==> src/rtl/irq_ctrl_pkg.sv <==
// Shared definitions for the interrupt controller: register offsets, source count,
// reset values and the lowest-index-first priority encoder.
package irq_ctrl_defs;

   localparam int               N_SRC    = 6;
   localparam logic [2:0]       ID_NONE  = 3'h7;
   localparam logic [1:0]       IRQ_MASK = 2'd0;
   localparam logic [1:0]       IRQ_MODE = 2'd1;
   localparam logic [1:0]       IRQ_PEND = 2'd2;
   localparam logic [1:0]       IRQ_ID   = 2'd3;
   localparam logic [N_SRC-1:0] MODE_RST = 6'h3F;

   typedef struct packed {
      logic       valid;
      logic [2:0] idx;
   } irq_id_t;

   // Walk from the top down so the lowest active index is the last one written.
   function automatic irq_id_t prio_enc(input logic [N_SRC-1:0] act);
      irq_id_t r;
      r.valid = 1'b0;
      r.idx   = ID_NONE;
      for (int i = N_SRC - 1; i >= 0; i--) begin
         if (act[i]) begin
            r.valid = 1'b1;
            r.idx   = 3'(i);
         end
      end
      return r;
   endfunction

endpackage

==> src/rtl/irq_ctrl_if.sv <==
// Bridge Pr bus as seen by the interrupt controller.
// Access semantics: a transfer happens on every rising clk edge where dev_sel=1; pr_we selects
// write (pr_wd captured at that edge) or read (pr_rd valid combinationally in the same cycle).
// There is no wait state and no back-pressure, so no valid/ready pair exists on this bus.
interface irq_ctrl_if;
   logic        dev_sel;
   logic        pr_we;
   logic [1:0]  pr_addr;
   logic [31:0] pr_wd;
   logic [31:0] pr_rd;

   modport master (output dev_sel, pr_we, pr_addr, pr_wd, input pr_rd);
   modport slave  (input dev_sel, pr_we, pr_addr, pr_wd, output pr_rd);
endinterface

==> src/rtl/irq_src_cell.sv <==
// One interrupt source: optional 2-flop synchronizer (IRQ_CTRL_SYNC_EN), edge detector,
// pending bit and sticky overflow bit.
module irq_src_cell (
   input  logic clk,
   input  logic rst_n,
   input  logic src,
   input  logic mode,
   input  logic clear_pend,
   input  logic clear_ovf,
   output logic pend,
   output logic ovf
);

   logic src_s;
   logic src_q;
   logic rise;

`ifdef IRQ_CTRL_SYNC_EN
   logic [1:0] sync_q;

   always_ff @(posedge clk or negedge rst_n) begin
      if (!rst_n) sync_q <= 2'b00;
      else        sync_q <= {sync_q[0], src};
   end

   assign src_s = sync_q[1];
`else
   assign src_s = src;
`endif

   // src_q resets low, so a source already high at reset release is seen as an edge.
   assign rise = src_s & ~src_q;

   always_ff @(posedge clk or negedge rst_n) begin
      if (!rst_n) begin
         src_q <= 1'b0;
         pend  <= 1'b0;
         ovf   <= 1'b0;
      end else begin
         src_q <= src_s;
         if (mode) begin
            if (rise)            pend <= 1'b1;
            else if (clear_pend) pend <= 1'b0;
         end else begin
            pend <= src_s;
         end
         // A repeat edge only counts as overflow when it is not racing an acknowledge.
         if (mode && rise && pend && !clear_pend) ovf <= 1'b1;
         else if (clear_ovf)                      ovf <= 1'b0;
      end
   end

endmodule

==> src/rtl/irq_ctrl.sv <==
// Interrupt controller top: MASK/MODE registers, PEND/ID read-back, registered hwint.
// Build option IRQ_CTRL_SYNC_EN adds a 2-flop synchronizer per source (+2 cycles latency).
module irq_ctrl
   import irq_ctrl_defs::*;
(
   input  logic             clk,
   input  logic             sys_rstn,
   input  logic [N_SRC-1:0] irq_src,
   irq_ctrl_if.slave        bus,
   output logic [N_SRC-1:0] hwint
);

   logic [N_SRC-1:0] mask_q;
   logic [N_SRC-1:0] mode_q;
   logic [N_SRC-1:0] pend;
   logic [N_SRC-1:0] ovf;
   logic [N_SRC-1:0] clr_pend;
   logic [N_SRC-1:0] clr_ovf;
   logic             wr_en;
   irq_id_t          id;
   logic             unused_wd;

   assign wr_en     = bus.dev_sel & bus.pr_we;
   assign clr_pend  = (wr_en && bus.pr_addr == IRQ_PEND) ? bus.pr_wd[5:0]  : '0;
   assign clr_ovf   = (wr_en && bus.pr_addr == IRQ_PEND) ? bus.pr_wd[13:8] : '0;
   assign unused_wd = ^{bus.pr_wd[31:14], bus.pr_wd[7:6]};

   for (genvar i = 0; i < N_SRC; i++) begin : g_src
      irq_src_cell u_cell (
         .clk        (clk),
         .rst_n      (sys_rstn),
         .src        (irq_src[i]),
         .mode       (mode_q[i]),
         .clear_pend (clr_pend[i]),
         .clear_ovf  (clr_ovf[i]),
         .pend       (pend[i]),
         .ovf        (ovf[i])
      );
   end

   always_ff @(posedge clk or negedge sys_rstn) begin
      if (!sys_rstn) begin
         mask_q <= '0;
         mode_q <= MODE_RST;
         hwint  <= '0;
      end else begin
         if (wr_en && bus.pr_addr == IRQ_MASK) mask_q <= bus.pr_wd[5:0];
         if (wr_en && bus.pr_addr == IRQ_MODE) mode_q <= bus.pr_wd[5:0];
         hwint <= pend & mask_q;
      end
   end

   assign id = prio_enc(pend & mask_q);

   always_comb begin
      bus.pr_rd = '0;
      if (bus.dev_sel) begin
         case (bus.pr_addr)
            IRQ_MASK: bus.pr_rd = {26'b0, mask_q};
            IRQ_MODE: bus.pr_rd = {26'b0, mode_q};
            IRQ_PEND: bus.pr_rd = {16'b0, 2'b0, ovf, 2'b0, pend};
            default:  bus.pr_rd = {id.valid, 28'b0, id.idx};
         endcase
      end
   end

endmodule
==> src/flat_wrapper.sv <==
// flat-port wrapper written by rule: the top's interface ports become plain ports
module irq_ctrl_flat import irq_ctrl_defs::*;
  (clk, sys_rstn, irq_src, hwint, bus_dev_sel, bus_pr_we, bus_pr_addr, bus_pr_wd, bus_pr_rd);
  irq_ctrl_if bus_i ();
  input  logic clk;
  input  logic sys_rstn;
  input  logic [N_SRC-1:0] irq_src;
  output logic [N_SRC-1:0] hwint;
  input wire logic [$bits(bus_i.dev_sel)-1:0] bus_dev_sel;
  input wire logic [$bits(bus_i.pr_we)-1:0] bus_pr_we;
  input wire logic [$bits(bus_i.pr_addr)-1:0] bus_pr_addr;
  input wire logic [$bits(bus_i.pr_wd)-1:0] bus_pr_wd;
  output wire logic [$bits(bus_i.pr_rd)-1:0] bus_pr_rd;
  assign bus_i.dev_sel = bus_dev_sel;
  assign bus_i.pr_we = bus_pr_we;
  assign bus_i.pr_addr = bus_pr_addr;
  assign bus_i.pr_wd = bus_pr_wd;
  assign bus_pr_rd = bus_i.pr_rd;
  irq_ctrl u_core (.clk(clk), .sys_rstn(sys_rstn), .irq_src(irq_src), .bus(bus_i), .hwint(hwint));
endmodule
==> config.mk <==
export PLATFORM = sky130hd
export DESIGN_NAME = irq_ctrl_flat
export DESIGN_NICKNAME = d
export VERILOG_FILES = /design/src/rtl/irq_ctrl_pkg.sv /design/src/rtl/irq_ctrl_if.sv /design/src/rtl/irq_src_cell.sv /design/src/rtl/irq_ctrl.sv /design/src/flat_wrapper.sv
export SDC_FILE = /design/constraint.sdc
export NUM_CORES = 1
export LEC_CHECK = 0
export CORE_UTILIZATION = 42
export CTS_CLUSTER_DIAMETER = 120
export DETAILED_ROUTE_END_ITERATION = 7
export PLACE_DENSITY = 0.92
export SLEW_MARGIN = 10
export SYNTH_ARGS = -nofsm -noshare
export SYNTH_HDL_FRONTEND = slang
export SYNTH_SLANG_ARGS = --single-unit
==> constraint.sdc <==
create_clock -name clk -period 2.56 [get_ports clk]
set_input_delay 0.768 -clock clk [delete_from_list [all_inputs] [get_ports clk]]
set_output_delay 0.768 -clock clk [all_outputs]
set_load 0.005 [all_outputs]
# --- Word-level counts from Yosys, hierarchy flattened ---
# Cells that the tools add are included.
# Widths: inputs -> output; s select.
totals:
  in_bits: 44
  mem_bits_ro: 0
  latchBits: 0
  output_inout_bits: 38
  word_cells: 117
  reg_bits: 36
  mem_count: 0
  mem_bits_rw: 0
classes:
  n_lt_le_gt_ge: 0
  n_reduce_logical: 34
  shift: 0
  n_eq_ne: 8
  div: 0
  n_addsub: 0
  mux: 40
  bitwise: 14
  mul: 0
op_table:
  columns: ["operator", "count"]
  rows:
  - ["$pmux 32 s3", 1]
  - ["$mux 32", 1]
  - ["$mux 1", 30]
  - ["$mux 4", 6]
  - ["$logic_and 1x1->1", 21]
  - ["$ne 3x3->1 const B", 6]
  - ["$mux 6", 2]
  - ["$reduce_bool 2->1", 6]
  - ["$and 1x1->1", 7]
  - ["$and 6x6->6", 1]
  - ["$logic_not 1->1", 6]
  - ["$not 1->1", 6]
  - ["$eq 2x1->1 const B", 1]
  - ["$eq 2x2->1 const B", 1]
  - ["$logic_not 2->1", 1]

# --- Longest topological paths before layout ---
depth:
  depth_word: 9
  ltp_mapped: 5
  depth_no_buf: 4

# --- By module ---
# Synthesis repeated with hierarchy kept, for this count alone.
hier_totals:
  hier_cells: 174
  hier_area_um2: 1943.1
modules_own_cells:
  columns: ["mod", "seq_area_each_um2", "cells_each", "area_per_inst_um2", "instances"]
  rows:
  - ["irq_ctrl", 457.9, 120, 1237.4, 1]
  - ["irq_src_cell", 75.1, 9, 117.6, 6]

# --- Worst setup path after synthesis ---
# OpenSTA, ideal clock, no wires.
synth_path:
  path_kind: "input port to output port"
  startpoint: "input bus_pr_addr[0]"
  endpoint: "output bus_pr_rd[0]"
  required_ns: 1.792
  path_buffers: 2
  stages: 5
  t_arrival_ns: 1.547
  path_slack_ns: 0.245
  path_cell_list: "buf_4 > buf_4 > and3_1 > o21ai_0 > o2111a_1"
synth_via:
  elab_chain_cells: 3
  word_cells_on_any_way: 5
  classes_between: "eq/ne (2); mux (2); reduce/logical (1)"
synth_lines:
  columns: ["element", "line", "text"]
  rows:
  - ["from (decl)", "flat_wrapper.sv:11", "input wire logic [$bits(bus_i.pr_addr)-1:0] bus_pr_addr;"]
  - ["$eq 2x2->1, or another cell as far along", "irq_ctrl.sv:58", "case (bus.pr_addr)"]
  - ["$pmux 32 s3 (*)", "irq_ctrl.sv:58", null]
  - ["$mux 32 (*)", "irq_ctrl.sv:57", "if (bus.dev_sel) begin"]
  - ["to (decl)", "flat_wrapper.sv:13", "output wire logic [$bits(bus_i.pr_rd)-1:0] bus_pr_rd;"]
# Mark *: on every way between the ends. The rest lies on a longest branch, timed or not.

# --- Final worst setup path ---
layout_path:
  startpoint: "input bus_pr_addr[0]"
  endpoint: "output bus_pr_rd[1]"
# The elaborated chain is that of the path after synthesis.

==> flow_metrics.py <==
metrics = {
    "run_status": {
        "outcome": "finished, final reports clean",
    },
    "die": {
        "rows": 23,
        "initial_utilization_pct": 44.9,
        "pin_count": 82,
        "die_h_um": 68.1,
        "coreArea_um2": 4090,
        "die-area_um2": 4640,
        "dieWidth_um": 68.1,
    },
    "placed_design": {
        "place_ws_ns": -0.688,
        "port_buffers": 42,
        "post_dp_cell_area_um2": 2330,
        "globalplace.congestion": 0.830,
        "hpwl_um": 2930,
    },
    "cts": {
        "cts_buffers": 5,
        "clock_path_buffers": 2,
        "cts.sinks": 36,
        "clk_pin_slew_ns": 0.07,
        "worstSkewPairLatency_ns": 0.29,
        "cts_tree": "built",
        "htreeDepth": 2,
        "clock-root-buffer": "clkbuf_8",
    },
    "synthesis": {
        "syn-instance-count": 166,
        "synth_edf_count": 0,
        "ys_warn_count": 0,
        "synthArstFlopShare_pct": 100,
        "ys_ff_latch": 36,
        "netlist_top_cells_count": "dfrtp_1 (30), buf_4 (22), nand2_1 (21), mux2_2 (14), and2_1 (8)",
        "synth-main-ff-cell": "dfrtp_1",
        "yosys.area.top_type": "dfrtp_1",
        "syn_avg_cell_area_um2": 11.1,
        "synth_most_common_cell": "dfrtp_1",
        "syn_area_um2": 1840,
        "synth.area.top_cells": "dfrtp_1 (41%), buf_4 (9.0%), dfstp_2 (8.6%), mux2_2 (8.6%), nand2_1 (4.3%)",
        "yosysUniqueCellTypes": 35,
        "netlist.area_leader.share_pct": 40.9,
        "seq_area_frac_synth_pct": 49.5,
    },
    "sta": {
        "final_max_slew_viol_count": 0,
        "final.setup.worst_slack_ns": 0.0333,
        "min_period_over_period_pct": 98.7,
        "fmax_mhz": 396,
        "fin_tns_setup_ns": 0,
        "finalSetupViolations": 0,
        "hold_violations": 0,
        "rsz0062_at_grt": "yes",
        "clock_skew_ns": 0.00468,
        "fin_crit_ns": 2.53,
    },
    "cells_and_area": {
        "final_nets": 273,
        "final_area_um2": 2470,
        "area_growth_pct": 34.7,
        "antenna_cells": 0,
        "num-fill-cells": 324,
        "drive_gt1_share_pct": 29.1,
    },
    "setup_path": {
        "critPathLaunchType": "input port",
        "crit_path_max_fanout": 4,
        "critical_path_class": "in -> out",
        "crit_arrival_ns": 1.76,
        "cp_top_family": "buffers and inverters",
        "crit_required_ns": 1.79,
        "crit_buf_inv": 4,
        "cp_cell_sequence": "buf_8, buf_6, buf_6, mux2_4, o221ai_2, a31oi_1, buf_2",
        "critPathSlowestCell": "mux2_4",
        "cpPeakStageDelay_ns": 0.29,
        "cpMostUsedCell": "buf_6",
        "r2r-start": "u_core.mode_q[5]",
        "worstSetupStartpoint": "bus_pr_addr[0]",
        "end_kind": "output port",
    },
    "worst_hold_path": {
        "hold_class": "reg -> reg",
        "hp-start": "u_core.g_src[4].u_cell.ovf",
    },
    "power": {
        "leakage_uw": 0.00120,
        "p_sw_share_pct": 28.1,
        "combPwrFrac_pct": 25.8,
        "pwr_density_cell_nw_per_um2": 663,
        "irDropWorstVdd_v": 0.000375,
        "p_seq_share_pct": 49.0,
        "power_switching_uw": 461,
        "clkPwrFrac_pct": 25.2,
        "p_int_uw": 1180,
    },
    "grt": {
        "grt_max_degree": 37,
        "grtUsageTotal_pct": 20.3,
        "grt_pass1_vias": 1405,
        "antenna_found_initial": 0,
        "grt_pass1_wl_um": 6730,
        "gr-total-overflow": 0,
    },
    "detailed_routing": {
        "drt_iter0_markers": 95,
        "post-route-drc-count": 0,
        "via_per_inst": 5.13,
        "wire_per_inst_um": 15.0,
        "ant_nets": 0,
        "num_vias": 1436,
        "wl_um": 4190,
        "drt_first_pass_iters": 4,
    },
    "run": {
        "max_cap_violations": 0,
    },
}
per-layer routing:
| metal | part of all wire (%) | vias to the layer above | global-route usage (%) |
|---|---|---|---|
| met3 | 5.0 | 8 | 5.00 |
| li1 | - | 667 | - |
| met1 | 42 | 715 | 25.3 |
| met5 | 0 | - | 0 |
| met2 | 52 | 46 | 33.6 |
| met4 | 1.5 | 0 | 8.07 |
power groups by stage:
| stage | logic (uW) | clock network (uW) | registers [uW] |
|---|---|---|---|
| global placement | 398 | 0 | 803 |
| finish | 423 | 413 | 804 |
| detailed placement | 417 | 0 | 810 |
| global route | 471 | 442 | 819 |
| CTS | 420 | 423 | 802 |
| floorplan | 250 | 0 | 785 |
registers in the layout, indices dropped and copies added, names as in the netlist:
name and cells:
u_core.g_src.u_cell.ovf 6, u_core.g_src.u_cell.src_q 6, u_core.mode_q 6, u_core.g_src.u_cell.pend 6, u_core.hwint 6, u_core.mask_q 6
layout make-up:
type                            count  area [um2]  area share [%]
Sequential cell                    36         908            36.7
Tap cell                           50        62.6            2.53
Inverter                            7        26.3            1.06
Multi-Input combinational cell    116         821            33.2
Clock buffer                        8        90.1            3.64
Timing Repair Buffer               63         567            22.9
layout by cell type, fill, tap and decap left out, drive strengths merged, types with 7 or more instances in the layout:
master,netlist,routed
buf,23,28
dlygate4sd2,0,7
inv,7,7
clkbuf,2,8
mux2,14,14
and3,7,7
a21oi,8,8
and2,8,8
conb,1,19
clkdlybuf4s50,0,26
nand2,21,21
dfrtp,30,30
per-stage QoR:
| step | utilization (%) | hold slack [ns] | total power, uW | cells |
|---|---|---|---|---|
| floorplan | - | 0.458 | 1040 | 184 |
| global placement | 57.0 | 0.466 | 1200 | 268 |
| detailed placement | 57.0 | 0.480 | 1230 | 268 |
| CTS | 60.2 | 0.496 | 1640 | 280 |
| global route | 60.6 | 0.504 | 1730 | 280 |
| finish | 60.6 | 0.496 | 1640 | 280 |
worst paths after layout:
| path | endpoint | slack (ns) | cells past startpoint |
|---|---|---|---|
| min in group asynchronous | u_core.hwint[1] | 0.90 | 2 |
| worst min register to register | u_core.g_src[4].u_cell.ovf | 0.50 | 1 |
| max in group asynchronous | u_core.mode_q[1] | 1.32 | 2 |
| worst max-delay path | bus_pr_rd[1] | 0.03 | 7 |
| worst max register to register | u_core.g_src[5].u_cell.ovf | 1.47 | 3 |
| worst min-delay path | u_core.g_src[4].u_cell.ovf | 0.50 | 1 |
cell families (layout without fill, tap and decap cells):
logic type      count (synthesis)  after routing  synth area share (%)
mux                            17             17                  10.2
simple gates                   46             46                  14.0
other cells                     1             19                 0.204
flops                          36             36                  49.5
buf+inv                        32             78                  11.4
compound gates                 34             34                  14.6
what timing repair did:
| action | 4_1_cts | 5_1_grt |
|---|---|---|
| endpoints found under the setup margin | 13 | 7 |
| resized for setup | 49 | 10 |
| pin swaps | 4 | 4 |
| hold buffers | 0 | 0 |
| buffers inserted | 3 | 1 |
| gates cloned | 1 | 0 |
No activity file was read; power rests on OpenSTA's default activity.
